--- config.mk ---
export PLATFORM = sky130hd
export DESIGN_NAME = payment_ledger
export DESIGN_NICKNAME = d
export VERILOG_FILES = /design/src/rtl/payment_ledger.sv
export SDC_FILE = /design/constraint.sdc
export NUM_CORES = 1
export LEC_CHECK = 0
export CORE_ASPECT_RATIO = 1.1
export CORE_UTILIZATION = 45
export CTS_BUF_LIST = sky130_fd_sc_hd__clkbuf_16
export DETAILED_ROUTE_END_ITERATION = 10
export GPL_TIMING_DRIVEN = 1
export PLACE_DENSITY_LB_ADDON = 0.15
export SLEW_MARGIN = 20
export SYNTH_ARGS = -nofsm -noshare
export SYNTH_HDL_FRONTEND = slang
export SYNTH_SLANG_ARGS = --single-unit
--- constraint.sdc ---
create_clock -name sys_clk -period 2.6 [get_ports sys_clk]
set_clock_uncertainty 0.05 [all_clocks]
set_input_delay 0.52 -clock sys_clk [delete_from_list [all_inputs] [get_ports sys_clk]]
set_output_delay 0.52 -clock sys_clk [all_outputs]
set_load 0.01 [all_outputs]
--- src/rtl/payment_ledger.sv ---
// Vending-machine transaction ledger: latches price, accumulates coins, resolves confirm/cancel.
// Optional idle auto-refund in COLLECT is enabled by defining LEDGER_TIMEOUT_EN.
module payment_ledger #(
  parameter int unsigned MAX_CREDIT     = 99,
  parameter logic [31:0] TIMEOUT_CYCLES = 32'd1_000_000_000
) (
  input  logic       sys_clk,
  input  logic       sys_rst_n,
  input  logic       in_money_one,
  input  logic       in_money_five,
  input  logic       in_money_ten,
  input  logic       in_money_twenty,
  input  logic       in_money_fifty,
  input  logic       price_load,
  input  logic [7:0] price_value,
  input  logic       sys_Confirm,
  input  logic       sys_Cancel,
  input  logic       sys_Change,
  output logic [7:0] need_money,
  output logic [7:0] input_money,
  output logic [7:0] change_money,
  output logic [1:0] state_code,
  output logic       dispense,
  output logic       refund,
  output logic       coin_reject,
  output logic       nak
);

  typedef enum logic [1:0] {
    StIdle    = 2'd0,
    StCollect = 2'd1,
    StDone    = 2'd2
  } state_e;

  localparam logic [8:0] MaxCredit = 9'(MAX_CREDIT);

  state_e     state_q, state_d;
  logic [7:0] need_q, need_d;
  logic [7:0] credit_q, credit_d;
  logic [7:0] change_q, change_d;
  logic       dispense_q, dispense_d;
  logic       refund_q, refund_d;
  logic       reject_q, reject_d;
  logic       nak_q, nak_d;

  logic [4:0] coins;
  logic       coin_any;
  logic       coin_multi;
  logic [7:0] coin_val;
  logic [8:0] sum;
  logic       coin_ok;
  logic       timeout;
  logic       cancel_eff;

  // Only the highest denomination present in a cycle is considered.
  always_comb begin
    coins      = {in_money_fifty, in_money_twenty, in_money_ten, in_money_five, in_money_one};
    coin_any   = |coins;
    coin_multi = (coins & (coins - 5'd1)) != 5'd0;
    if (in_money_fifty)       coin_val = 8'd50;
    else if (in_money_twenty) coin_val = 8'd20;
    else if (in_money_ten)    coin_val = 8'd10;
    else if (in_money_five)   coin_val = 8'd5;
    else if (in_money_one)    coin_val = 8'd1;
    else                      coin_val = 8'd0;
    sum = {1'b0, credit_q} + {1'b0, coin_val};
  end

`ifdef LEDGER_TIMEOUT_EN
  logic [31:0] idle_q, idle_d;

  assign timeout = (state_q == StCollect) && (idle_q >= TIMEOUT_CYCLES - 32'd1) &&
                   !coin_any && !sys_Confirm && !sys_Cancel;

  always_comb begin
    idle_d = 32'd0;
    if (state_q == StCollect && state_d == StCollect && !coin_ok && !nak_d) begin
      idle_d = idle_q + 32'd1;
    end
  end

  always_ff @(posedge sys_clk) begin
    if (!sys_rst_n) idle_q <= 32'd0;
    else            idle_q <= idle_d;
  end
`else
  logic unused_timeout;
  assign unused_timeout = ^TIMEOUT_CYCLES;
  assign timeout        = 1'b0;
`endif

  assign cancel_eff = sys_Cancel | timeout;

  always_comb begin
    state_d    = state_q;
    need_d     = need_q;
    credit_d   = credit_q;
    change_d   = change_q;
    dispense_d = 1'b0;
    refund_d   = 1'b0;
    reject_d   = 1'b0;
    nak_d      = 1'b0;
    coin_ok    = 1'b0;
    unique case (state_q)
      StIdle: begin
        reject_d = coin_any;
        if (price_load && price_value != 8'd0) begin
          need_d   = price_value;
          credit_d = 8'd0;
          change_d = 8'd0;
          state_d  = StCollect;
        end
      end
      StCollect: begin
        if (cancel_eff) begin
          change_d = credit_q;
          credit_d = 8'd0;
          refund_d = 1'b1;
          reject_d = coin_any;
          state_d  = StDone;
        end else if (sys_Confirm) begin
          reject_d = coin_any;
          if (credit_q >= need_q) begin
            change_d   = credit_q - need_q;
            dispense_d = 1'b1;
            state_d    = StDone;
          end else begin
            nak_d = 1'b1;
          end
        end else if (coin_any) begin
          reject_d = coin_multi;
          if (sum <= MaxCredit) begin
            credit_d = sum[7:0];
            coin_ok  = 1'b1;
          end else begin
            reject_d = 1'b1;
          end
        end
      end
      StDone: begin
        reject_d = coin_any;
        if (sys_Change) begin
          need_d   = 8'd0;
          credit_d = 8'd0;
          change_d = 8'd0;
          state_d  = StIdle;
        end
      end
      default: state_d = StIdle;
    endcase
  end

  always_ff @(posedge sys_clk) begin
    if (!sys_rst_n) begin
      state_q    <= StIdle;
      need_q     <= 8'd0;
      credit_q   <= 8'd0;
      change_q   <= 8'd0;
      dispense_q <= 1'b0;
      refund_q   <= 1'b0;
      reject_q   <= 1'b0;
      nak_q      <= 1'b0;
    end else begin
      state_q    <= state_d;
      need_q     <= need_d;
      credit_q   <= credit_d;
      change_q   <= change_d;
      dispense_q <= dispense_d;
      refund_q   <= refund_d;
      reject_q   <= reject_d;
      nak_q      <= nak_d;
    end
  end

  assign need_money   = need_q;
  assign input_money  = credit_q;
  assign change_money = change_q;
  assign state_code   = state_q;
  assign dispense     = dispense_q;
  assign refund       = refund_q;
  assign coin_reject  = reject_q;
  assign nak          = nak_q;

endmodule

==> flow_summary.yaml <==
route:
  vias_per_cell: 5.423
  routed_wl_mm: 5.597
  drc: 0
  drt_iter0_drc: 104
  wl_per_cell_um: 14.61
  via_count: 2077
  firstDrtPassIters: 4
  antenna_left: 0
timing:
  maxSlewViolCount: 0
  slew_headroom: 0.6522
  worstMarginPinSlew_ns: 0.5194
  setup_tns_ns: 0
  min_period_over_period: 0.9822
  min_period_ns: 2.554
  finalSetupViolCount: 0
  rsz0062_at_grt: "true"
  fmax_mhz: 391.6
  fin_worst_hold_slack_ns: 0.4173
  hold_viol: 0
logic_synthesis:
  synth.most_common_cell: "dfxtp_1"
  syn_nets: 285
  synthTopCellsByCount: "dfxtp_1 (30), nand2_1 (27), nor2_1 (18), mux2i_1 (15), nor2b_1 (15)"
  netlist_instances: 250
  synth-edff-count: 0
  synth.area.top_cells: "dfxtp_1 (28%), ha_1 (8.3%), mux2i_1 (7.1%)"
  synthArstFlopShare: 0
  yosysWarnings: 0
  yosys.area.top_type: "dfxtp_1"
  syn_avg_cell_area_um2: 8.448
  synth_cell_type_count: 53
  ys_seq_area_frac: 0.2844
  synth_top_area_frac: 0.2844
  synth_area_um2: 2112
  synth-seq-cells: 30
  ys.flop_type: "dfxtp_1"
outcome:
  outcome: "completed"
run:
  drv_cap: 0
power_and_ir_drop:
  total_leakage_power_nw: 1.265
  ir_drop_uv: 364.4
  power_mw: 1.437
  power_density_nw_per_um2: 462.7
grt:
  grt_pass1_wl_mm: 9.108
  antenna_found_initial: 0
  grt_overflow_total: 0
  globalRouteTotalUtil: 0.2451
  grt_pass1_vias: 1951
  grt_max_degree: 17
worst_setup_path:
  path_class: "primary input to flip-flop"
  cp_max_fo: 8
  critPathLaunchType: "primary input"
  cp.required_ns: 2.71
  crit_path_end_kind: "flip-flop"
  worstPathArrival_ns: 2.66
layout:
  final_nets: 365
  drive_gt1_frac: 0.2188
  antenna_cells: 0
  fillers: 372
  final_util: 0.7044
  synthToLayoutAreaGrowth_pct: 47.10
clock_network:
  clock_latency_ns: 0.27
  cts_tree: "built"
  hold_buffers: 0
  clock_path_buffers: 2
  cts_max_level: 2
  root_buffer: "clkbuf_16"
  numCtsBuffers: 5
  clock_sinks: 30
  clkSlewWorstSetupHoldPaths_ns: 0.04
floorplanning:
  design.core.area_um2: 4410
  dieWidth_um: 67.32
  fp.dieH_um: 73.85
  die-area_um2: 4972
  boundaryPins: 49
  start_util: 0.4789
  rows: 25
placed_design:
  port_buffers: 48
  place_congestion: 0.8943
  dp_hpwl_mm: 4.215
min_path:
  hold_path.class: "flip-flop to flip-flop"
==> per-layer routing <==
metal  share of wire  GRT usage
met3           0.036    0.03727
met1            0.48     0.3202
met4          0.0093    0.07092
met5               0          0
met2            0.48     0.4111
==> cell usage in the layout (no fill, tap or decap), types with 6 or more instances in the layout <==
cell             count
clkdlybuf4s50_1     43
buf_4               35
dfxtp_1             30
nand2_1             26
nor2_1              15
nor2b_1             15
mux2i_1             15
inv_1               14
a21oi_1             11
a22oi_1             10
ha_1                10
xnor2_1              6
==> timing repair <==
item	CTS	global route
buffers inserted	0	3
resized for setup	17	24
endpoints found under the setup margin	9	19
pin swaps	11	11
==> power by group <==
part / total (mW) / internal [mW] / switching, mW
registers: 0.501 / 0.481 / 0.0205
logic: 0.427 / 0.222 / 0.206
clock network: 0.509 / 0.338 / 0.171
==> flip-flops by register name, summed over array words and instances, names as in the netlist <==
name,count
dispense,1
coin_reject,1
change_money,8
refund,1
state_code,2
nak,1
input_money,8
need_money,8
==> kinds of logic after synthesis <==
| kind of cell | after synthesis | synth area share |
|---|---|---|
| compound gates | 67 | 0.2376 |
| xor+xnor | 7 | 0.02903 |
| fa+ha+maj | 16 | 0.1019 |
| buf+inv | 24 | 0.05568 |
| flops | 30 | 0.2844 |
| mux | 15 | 0.07109 |
| simple gates | 91 | 0.2204 |
==> critical path, stage by stage <==
cell and delay [ns]:
clkdlybuf4s15_1 0.21, nor2_4 0.16, nor3_4 0.05, ha_2 0.19
fa_2 0.40, nor2_1 0.10, o21ai_1 0.06, a21o_2 0.20
o21a_1 0.19, a211o_4 0.39, and3_4 0.18
==> area by class of cell <==
cell class                 instances  area [um^2]  share of cell area
multi-input combinational        196         1513              0.4869
timing repair buffer              83        744.5              0.2396
sequential                        30        600.6              0.1933
clock buffer                       5        125.1             0.04027
tap                               54        67.56             0.02175
inverter                          14        52.55             0.01692
clock inverter                     1        3.754            0.001208
==> path summary, 6_finish.rpt <==
kind | from | end | slack, ns | cells past startpoint
hold / removal | change_money[6] | change_money[6] | 0.42 | 2
setup reg to reg | need_money[0] | change_money[7] | 0.18 | 9
hold reg to reg | change_money[6] | change_money[6] | 0.42 | 2
setup / recovery | in_money_one | input_money[7] | 0.05 | 11
==> metrics by stage <==
step	cell area, um^2	worst slack (ns)	std cells
after floorplan	2125	-0.05324	250
after global placement	2848	-0.6344	374
after detailed placement	2848	-0.6928	374
after CTS	2993	0.01348	380
after global routing	3107	-0.03305	383
final	3107	0.04627	383
(Power assumes the default switching activity.)
